### src/rtl/axi_10g_ethernet_0_checksum_stream.sv
//------------------------------------------------------------------------------
// axi_10g_ethernet_0_checksum_stream
//
// Purpose:
//   Passive monitor on an AXI-Stream datapath. Computes the 16-bit Internet
//   (one's-complement) checksum of every tlast-delimited frame. Each result
//   is pushed to a downstream FIFO through a din/wr_en/full write port. A
//   small result queue absorbs back-pressure, and any result that cannot be
//   queued is counted and flagged.
//
// Parameters:
//   DATA_WIDTH   - stream data width in bits (64 or 128)
//   RESULT_DEPTH - result queue entries (power of 2, >= 2)
//   INVERT       - 1: output ~folded sum, 0: output raw folded sum
//
// Ports:
//   s_aclk, s_areset       - clock, asynchronous active-high reset
//   s_axis_tvalid/tready   - beat qualifier (monitor only, never driven)
//   s_axis_tdata/tkeep     - beat payload, byte 0 = tdata[7:0] first on wire
//   s_axis_tlast           - end of frame
//   cfg_seed               - initial partial sum, sampled on a frame's 1st beat
//   din, wr_en, full       - downstream FIFO write port
//   overflow               - sticky "result dropped" flag
//   drop_count             - saturating count of dropped results
//------------------------------------------------------------------------------
`timescale 1ns/1ps

module axi_10g_ethernet_0_checksum_stream #(
    parameter int DATA_WIDTH   = 64,
    parameter int RESULT_DEPTH = 4,
    parameter bit INVERT       = 1'b1
) (
    input  logic                    s_aclk,
    input  logic                    s_areset,
    input  logic                    s_axis_tvalid,
    input  logic                    s_axis_tready,
    input  logic [DATA_WIDTH-1:0]   s_axis_tdata,
    input  logic [DATA_WIDTH/8-1:0] s_axis_tkeep,
    input  logic                    s_axis_tlast,
    input  logic [15:0]             cfg_seed,
    output logic [15:0]             din,
    output logic                    wr_en,
    input  logic                    full,
    output logic                    overflow,
    output logic [15:0]             drop_count
);

    localparam int NUM_WORDS = DATA_WIDTH / 16;
    localparam int PTR_W     = $clog2(RESULT_DEPTH);
    localparam logic [PTR_W:0] QUEUE_MAX = (PTR_W+1)'(RESULT_DEPTH);

    // Sum of the 16-bit words of one beat. Word k is {byte 2k, byte 2k+1};
    // disabled bytes contribute zero, which also yields {b, 8'h00} for an
    // odd trailing byte b.
    function automatic logic [31:0] f_beat_sum(
        input logic [DATA_WIDTH-1:0]   data,
        input logic [DATA_WIDTH/8-1:0] keep
    );
        logic [31:0] sum;
        logic [7:0]  hi;
        logic [7:0]  lo;
        sum = 32'h0000_0000;
        for (int k = 0; k < NUM_WORDS; k++) begin
            hi  = keep[2*k]   ? data[16*k +: 8]   : 8'h00;
            lo  = keep[2*k+1] ? data[16*k+8 +: 8] : 8'h00;
            sum = sum + {16'h0000, hi, lo};
        end
        return sum;
    endfunction

    //--------------------------------------------------------------------------
    // Stage 0: per-frame accumulation
    //--------------------------------------------------------------------------
    logic        w_beat;
    logic [31:0] w_beat_sum;
    logic [31:0] w_acc_base;
    logic [31:0] w_acc_next;

    logic        r_first;      // next accepted beat opens a new frame
    logic [31:0] r_acc;        // running sum of the frame in progress
    logic        r_p0_vld;
    logic [31:0] r_p0_sum;     // final 32-bit frame sum

    // A 32-bit accumulator cannot overflow for any realistic frame: a 9 KB
    // jumbo frame adds at most ~4.6k words of 16'hFFFF.
    always_comb begin
        // NOTE: every signal driven here gets a value on every path, so no
        // latch is inferred.
        w_beat     = s_axis_tvalid & s_axis_tready;
        w_beat_sum = f_beat_sum(s_axis_tdata, s_axis_tkeep);
        w_acc_base = r_first ? {16'h0000, cfg_seed} : r_acc;
        w_acc_next = w_acc_base + w_beat_sum;
    end

    // NOTE: sequential state uses non-blocking assignments only, so every
    // register samples the pre-edge values of the others.
    always_ff @(posedge s_aclk or posedge s_areset) begin
        if (s_areset) begin
            r_first  <= 1'b1;
            r_acc    <= 32'h0000_0000;
            r_p0_vld <= 1'b0;
            r_p0_sum <= 32'h0000_0000;
        end else begin
            r_p0_vld <= w_beat & s_axis_tlast;
            if (w_beat) begin
                r_first <= s_axis_tlast;
                if (s_axis_tlast) begin
                    r_p0_sum <= w_acc_next;
                    r_acc    <= 32'h0000_0000;
                end else begin
                    r_acc    <= w_acc_next;
                end
            end
        end
    end

    //--------------------------------------------------------------------------
    // Fold pipeline: two end-around-carry folds, then optional inversion.
    // After the first fold the value is at most 17'h1FFFE, so the second
    // 16-bit fold cannot carry out again.
    //--------------------------------------------------------------------------
    logic        r_p1_vld;
    logic [31:0] r_p1_s1;
    logic [15:0] w_s2;
    logic [15:0] w_result;
    logic        r_p2_vld;
    logic [15:0] r_p2_res;

    always_comb begin
        w_s2     = r_p1_s1[31:16] + r_p1_s1[15:0];
        w_result = INVERT ? ~w_s2 : w_s2;
    end

    always_ff @(posedge s_aclk or posedge s_areset) begin
        if (s_areset) begin
            r_p1_vld <= 1'b0;
            r_p1_s1  <= 32'h0000_0000;
            r_p2_vld <= 1'b0;
            r_p2_res <= 16'h0000;
        end else begin
            r_p1_vld <= r_p0_vld;
            if (r_p0_vld) begin
                r_p1_s1 <= {16'h0000, r_p0_sum[31:16]} + {16'h0000, r_p0_sum[15:0]};
            end
            r_p2_vld <= r_p1_vld;
            if (r_p1_vld) begin
                r_p2_res <= w_result;
            end
        end
    end

    //--------------------------------------------------------------------------
    // Result queue and FIFO write port
    //--------------------------------------------------------------------------
    logic [15:0]      r_mem [RESULT_DEPTH];
    logic [PTR_W-1:0] r_wr_ptr;
    logic [PTR_W-1:0] r_rd_ptr;
    logic [PTR_W:0]   r_count;
    logic             w_pop;
    logic             w_push;
    logic             w_drop;
    logic             w_q_full;

    logic [15:0]      r_din;
    logic             r_wr_en;
    logic             r_overflow;
    logic [15:0]      r_drop_count;

    // A pop frees a slot in the same cycle, so a result arriving while the
    // queue is full is still accepted whenever the FIFO is draining.
    always_comb begin
        w_q_full = (r_count == QUEUE_MAX);
        w_pop    = (r_count != '0) && !full;
        w_push   = r_p2_vld && (!w_q_full || w_pop);
        w_drop   = r_p2_vld && w_q_full && !w_pop;
    end

    // NOTE: the storage array has no reset; an entry is only ever read after
    // it has been written, and the pointers/count are what reset clears.
    always_ff @(posedge s_aclk) begin
        if (w_push) begin
            r_mem[r_wr_ptr] <= r_p2_res;
        end
    end

    always_ff @(posedge s_aclk or posedge s_areset) begin
        if (s_areset) begin
            r_wr_ptr <= '0;
            r_rd_ptr <= '0;
            r_count  <= '0;
        end else begin
            if (w_push) begin
                r_wr_ptr <= r_wr_ptr + PTR_W'(1);
            end
            if (w_pop) begin
                r_rd_ptr <= r_rd_ptr + PTR_W'(1);
            end
            case ({w_push, w_pop})
                2'b10:   r_count <= r_count + (PTR_W+1)'(1);
                2'b01:   r_count <= r_count - (PTR_W+1)'(1);
                default: r_count <= r_count;
            endcase
        end
    end

    // din is registered and holds its last value while the FIFO is full.
    always_ff @(posedge s_aclk or posedge s_areset) begin
        if (s_areset) begin
            r_din        <= 16'h0000;
            r_wr_en      <= 1'b0;
            r_overflow   <= 1'b0;
            r_drop_count <= 16'h0000;
        end else begin
            r_wr_en <= w_pop;
            if (w_pop) begin
                r_din <= r_mem[r_rd_ptr];
            end
            if (w_drop) begin
                r_overflow <= 1'b1;
                if (r_drop_count != 16'hFFFF) begin
                    r_drop_count <= r_drop_count + 16'h0001;
                end
            end
        end
    end

    assign din        = r_din;
    assign wr_en      = r_wr_en;
    assign overflow   = r_overflow;
    assign drop_count = r_drop_count;

endmodule

### config.mk
export PLATFORM = sky130hd
export DESIGN_NAME = axi_10g_ethernet_0_checksum_stream
export DESIGN_NICKNAME = d
export VERILOG_FILES = /design/src/rtl/axi_10g_ethernet_0_checksum_stream.sv
export SDC_FILE = /design/constraint.sdc
export NUM_CORES = 1
export LEC_CHECK = 0
export CORE_MARGIN = 3
export CORE_UTILIZATION = 40
export CTS_CLUSTER_DIAMETER = 150
export CTS_CLUSTER_SIZE = 12
export DETAILED_ROUTE_END_ITERATION = 8
export GPL_ROUTABILITY_DRIVEN = 0
export HOLD_SLACK_MARGIN = 0.06
export PLACE_DENSITY = 0.69
export SYNTH_ARGS = -nofsm -noshare
export SYNTH_HDL_FRONTEND = slang
export SYNTH_SLANG_ARGS = --single-unit
export TNS_END_PERCENT = 100
### constraint.sdc
create_clock -name s_aclk -period 16.96 [get_ports s_aclk]
set_input_delay 3.392 -clock s_aclk [delete_from_list [all_inputs] [get_ports s_aclk]]
set_output_delay 3.392 -clock s_aclk [all_outputs]
set_load 0.1 [all_outputs]
* Word level (Yosys, flattened, before mapping) *
Memory sizes are Yosys's and may differ from the RTL's. A register that Yosys moved wholly into a read port is not among the register bits.
Index checks and enable logic that the tools add are counted.

storage, ports and cells
  flip-flop bits (word level) = 141
  bits in writable memories = 64
  input port bits = 94
  logic and storage cells = 58
  memories = 1

memories
  name   depth  bits a word  read ports  clocked after memory_dff  write ports  RTL line  source
  r_mem  4      16           1           1                         1            155       logic [15:0] r_mem [RESULT_DEPTH];

operators by class
  add/sub/neg operators = 11
  eq/ne operators = 4
  multiplexer cells = 13
  bitwise gates (word level) = 3
  reduce and logical (&&, ||, !) cells = 12

operators with widths
  operator               count
  $mux 32                2
  $mux 8                 8
  $add 16x16->17         2
  $add 32x19->32         1
  $add 18x16->19         1
  $add 17x16->18         1
  $add 16x1->16 const B  1
  $add 16x16->16         1
  $ne 16x16->1 const B   1
  $not 16->16            1
  $pmux 3 s2             1
  $add 2x1->2 const B    2
  $logic_and 1x1->1      4
  $reduce_and 2->1       2
  $add 3x1->3 const B    1
  $eq 3x3->1 const B     1
  $logic_not 1->1        3
  $reduce_bool 3->1      1
  $sub 3x1->3 const B    1
  $and 1x1->1            2
  $eq 2x1->1 const B     1
  $eq 2x2->1 const B     1
  $mux 1                 2
  $reduce_bool 2->1      1
  $logic_or 1x1->1       1

* Depth between registers and ports, before layout *
  depth in word-level cells = 6
  depth in mapped cells = 19
  depth with buffers taken out = 16

* Least setup slack after synthesis *
No wires, ideal clock.

  path type = input -> register
  start point = input port cfg_seed[1]
  end point = register r_p0_sum[17]
  setup time = 125 ps
  arrival time = 7452 ps
  required time = 16835 ps
  setup slack = 9384 ps
  stages on the path = 15
  path buffers = 0
  cell sequence = mux2_2 > fa_1 > inv_1 > fa_1 > fa_1 > inv_1 > ha_1 > fa_1 > a211oi_2 > o21bai_1 > a2111oi_4 > o21ai_2 > a221oi_2 > xnor2_1 > mux2_2

between the ends
  word-level cells in the longest chain between the ends = 2

RTL lines
  item                  RTL line  source
  start, declared       40        input logic [15:0] cfg_seed,
  $mux 32               91        w_acc_base = r_first ? {16'h0000, cfg_seed} : r_acc;
  $add 32x19->32        92        w_acc_next = w_acc_base + w_beat_sum;
  end signal, assigned  108       r_p0_sum <= w_acc_next;
  end, declared         82        logic [31:0] r_p0_sum;

No other way between the ends.
A chain may end at the register's enable or synchronous reset.

* Worst setup path in the final report *
  start point = input port s_axis_tkeep[1]
  end point = register r_p0_sum[30]

between the ends
  word-level cells in the longest chain between the ends = 5

RTL lines
  item             RTL line  source
  start, declared  38        input logic [DATA_WIDTH/8-1:0] s_axis_tkeep,
  $mux 8           65        lo = keep[2*k+1] ? data[16*k+8 +: 8] : 8'h00;
  $add 16x16->17   66        sum = sum + {16'h0000, hi, lo};
  $add 17x16->18   66
  $add 18x16->19   66
  $add 32x19->32   92

No other way between the ends.

==> metrics.md <==
| Metric | Value |
|---|---|
| Cts repair resizes | 0 |
| Mean area per synthesized cell | 11.2 sq um |
| Buffer depth of the longest clock path | 3 |
| I/O pin count | 128 |
| Total core area | 0.0291 sq mm |
| Congestion Overflow GR | 0 |
| Fillers | 2639 |
| DR iter-0 viols | 517 |
| Total Routed Length | 25100 microns |
| Port buffer count | 127 |
| Largest net degree at the start of global routing | 79 |
| Mapped Area | 0.0120 sq mm |
| Die W | 179 microns |
| DRC viols | 0 |
| Commonest cells after routing, fill and taps aside | dfrtp_1 (141), nand2_1 (131), clkdlybuf4s50_1 (127) |
| P_int | 1.38 mW |
| Top sig layer | met4 |
| Slew Viols, Final | 0 |
| Clock Latency Late Sink | 500 ps |
| Hold Buf Count CTS | 0 |
| Worst path max stage delay | 640 ps |
| Ratio of cells with drive above 1 in the final layout | 10.5% |
| CP endpoint kind | flip-flop |
| RSZ-0062 raised after global routing | false |
| Wire length on met2 | 12500 microns |
| Hold Fails Final Rpt | 0 |
| Antenna fix cells | 0 |
| Total Die Area | 0.0321 sq mm |
| Row count | 62 |
| Vias per cell | 5.18 |
| Minimum clock period | 7860 ps |
| DP Wirelength | 18700 microns |
| Worst path bufs/invs | 3 |
| Cells after Synth | 1070 |
| #FFs+latches synth | 206 |
| Synth async-reset ratio | 68.9% |
| Clock transition at path regs | 60 ps |
| Post-synth top flop | dfrtp_1 |
| Die Y | 179 microns |
| P per Cell Area | 170 mW/mm^2 |
| Outcome | completed |
| Num CTS Buffers | 21 |
| WL met1 | 11200 microns |
| Initial Utilization | 41.2% |
| H-tree levels | 1 |
| Global-route wire length before repair | 41400 microns |
| Reg power frac | 32.5% |
| Setup TNS | 0 ps |
| Critical Path AT | 8260 ps |
| Synth warnings | 0 |
| Tot GR Track Use | 15.7% |
| Worst-path maximum fanout | 11 |
| Tightest Pin Transition | 1070 ps |
| Critical-path top delay cell | a21oi_1 |
| EDFF count, synth | 64 |
| Tcrit/Tclk final | 46.4% |
| WL/cell | 15.8 microns |
| Static Leak | 5.94 nW |
| Peak VDD IR | 75.9 uV |
| CP Launch Type | input pin |
| Sw frac | 43.1% |
| Met3 wire length | 1020 microns |
| Number of vias in the routed layout | 8218 |
| Overall Power | 2.42 mW |
| Rel. slew slack | 28.6% |
| Post-synthesis sequential area ratio | 45.7% |
| Post-synth cell types | 69 |
| First-pass detailed-route iteration total | 5 |
| Max_cap viols | 0 |
| Clock sinks | 206 |
| Sw power | 1.04 mW |
| Setup Skew | 15.1 ps |
| Vias in the first global route | 8295 |
| HP Class | reg2reg |
| CTS root buffer | clkbuf_16 |
| CP top delay family | compound AO/OA/AOI/OAI gates |
| Combinational group share of total power | 50.5% |
| Crit-path most repeated cell | fa_1 |
| Critical-path cell list | clkdlybuf4s50_1 > and2_1 > fa_1 > fa_1 > inv_1 > fa_1 > inv_1 > ha_1 > o21ai_0 > o21ai_1 > a32oi_4 > o221ai_4 > a21oi_1 > o21bai_1 > a31oi_1 |
| Most common cell after layout, fill and taps aside | dfrtp_1 |
| Setup CP Type | in2reg |
| Final setup fails | 0 |
| CTS tree | done |
| Final layout net count | 1383 |
| Fmax | 127 MHz |
| Clk pwr share | 17.0% |
| Setup repair bufs after CTS | 0 |
| Initial antenna violation count | 0 |
| Antenna Nets Post-Route | 0 |
| Synth Net Count | 1260 |
| P&R area growth vs syn | 18.8% |
| Worst path required time | 17360 ps |
-- path summary, 6_finish.rpt --
check                                                end  slack (ps)            startpoint  depth (start not counted)
worst max register to register  r_p0_sum[30]$_DFFE_PP0P_       11380   r_first$_DFFE_PP1P_                         15
max in group asynchronous       r_p0_sum[15]$_DFFE_PP0P_       12240              s_areset                          3
worst max-delay path            r_p0_sum[30]$_DFFE_PP0P_        9100       s_axis_tkeep[1]                         15
min in group asynchronous            din[11]$_DFFE_PP0P_        3400              s_areset                          2
worst min-delay path                overflow$_DFFE_PP0P_         480  overflow$_DFFE_PP0P_                          1
worst min register to register      overflow$_DFFE_PP0P_         480  overflow$_DFFE_PP0P_                          1
-- metal layers --
layer,GRT usage [%],vias to the layer above
li1,-,4001
met1,21.2,4021
met2,27.1,169
met3,2.27,27
met4,3.06,0
met5,0,-
-- worst reg2reg max path, cell delays in order (launching register included) --
cell      delay, ps
dfstp_2         510
buf_4           430
mux2_2          420
fa_1            510
fa_1            540
inv_1            50
fa_1            530
inv_1            40
ha_1            350
o21ai_0         390
o21ai_1         190
a32oi_4         330
o221ai_4        170
a21oi_1         640
o21bai_1        170
a31oi_1         220
-- cell usage after synthesis, types with 6 or more instances --
master | n | share of area (%)
nor2b_1 | 12 | 0.63
or3_1 | 9 | 0.47
a22o_1 | 10 | 0.73
mux4_2 | 16 | 3.0
xor2_1 | 22 | 1.6
nand3_1 | 23 | 0.96
o211ai_1 | 10 | 0.63
o21a_1 | 8 | 0.50
and2_1 | 50 | 2.6
a31oi_1 | 10 | 0.52
ha_1 | 47 | 4.9
clkbuf_1 | 22 | 0.69
nand4_1 | 12 | 0.63
xnor2_1 | 41 | 3.0
o21ai_0 | 42 | 1.8
a21oi_1 | 33 | 1.4
and3_1 | 14 | 0.73
nor2_1 | 57 | 1.8
a21o_1 | 7 | 0.44
fa_1 | 49 | 8.2
mux2_2 | 56 | 5.3
nand2_1 | 131 | 4.1
dfrtp_1 | 141 | 29
nor3_1 | 14 | 0.58
edfxtp_1 | 64 | 16
nand2b_1 | 8 | 0.42
inv_1 | 72 | 2.3
mux2i_1 | 6 | 0.50
-- power groups by stage --
stage               sequential (mW)  combinational, mW  clock, mW
floorplan                     0.905              0.795          0
global placement              0.788               1.20          0
detailed placement            0.797               1.22          0
CTS                           0.788               1.23      0.423
global route                  0.807               1.35      0.445
finish                        0.786               1.22      0.411
-- flip-flops by register name, summed over array words and instances (netlist names), 2 cells and up --
name and flops:
din 16, drop_count 16, r_acc 32, r_count 3, r_mem 64, r_p0_sum 32, r_p1_s1 17, r_p2_res 16
r_rd_ptr 2, r_wr_ptr 2
-- final cells by class --
class	count	area, sq um	share of cell area [%]
tap	384	480	3.37
inverter	74	283	1.99
clock buffer	31	563	3.95
sequential	206	5480	38.5
multi-input combinational	757	6100	42.8
clock inverter	2	20.0	0.141
timing repair buffer	133	1320	9.24
-- cell families after synthesis --
| family | Yosys count | share of synthesized area [%] |
|---|---|---|
| and+or+nand+nor | 350 | 14.2 |
| DFF | 206 | 45.7 |
| AOI/OAI and AO/OA | 170 | 10.2 |
| buffers and inverters | 107 | 3.41 |
| adders and majority gates | 96 | 13.1 |
| muxes | 78 | 8.77 |
| xor gates and xnor gates | 63 | 4.60 |
-- stage by stage --
step | hold WS, ps | cell area, sq um | utilization, % | setup slack (ps) | std cells
after detailed placement | 470 | 13700 | 46.9 | 8630 | 1554
final | 479 | 14200 | 48.9 | 9100 | 1587
after global routing | 504 | 14200 | 48.9 | 8650 | 1587
after CTS | 485 | 14200 | 48.9 | 9090 | 1587
after global placement | 467 | 13700 | 46.9 | 8720 | 1554
after floorplan | 352 | 12000 | - | 9380 | 1070
(Power assumes the default switching activity.)
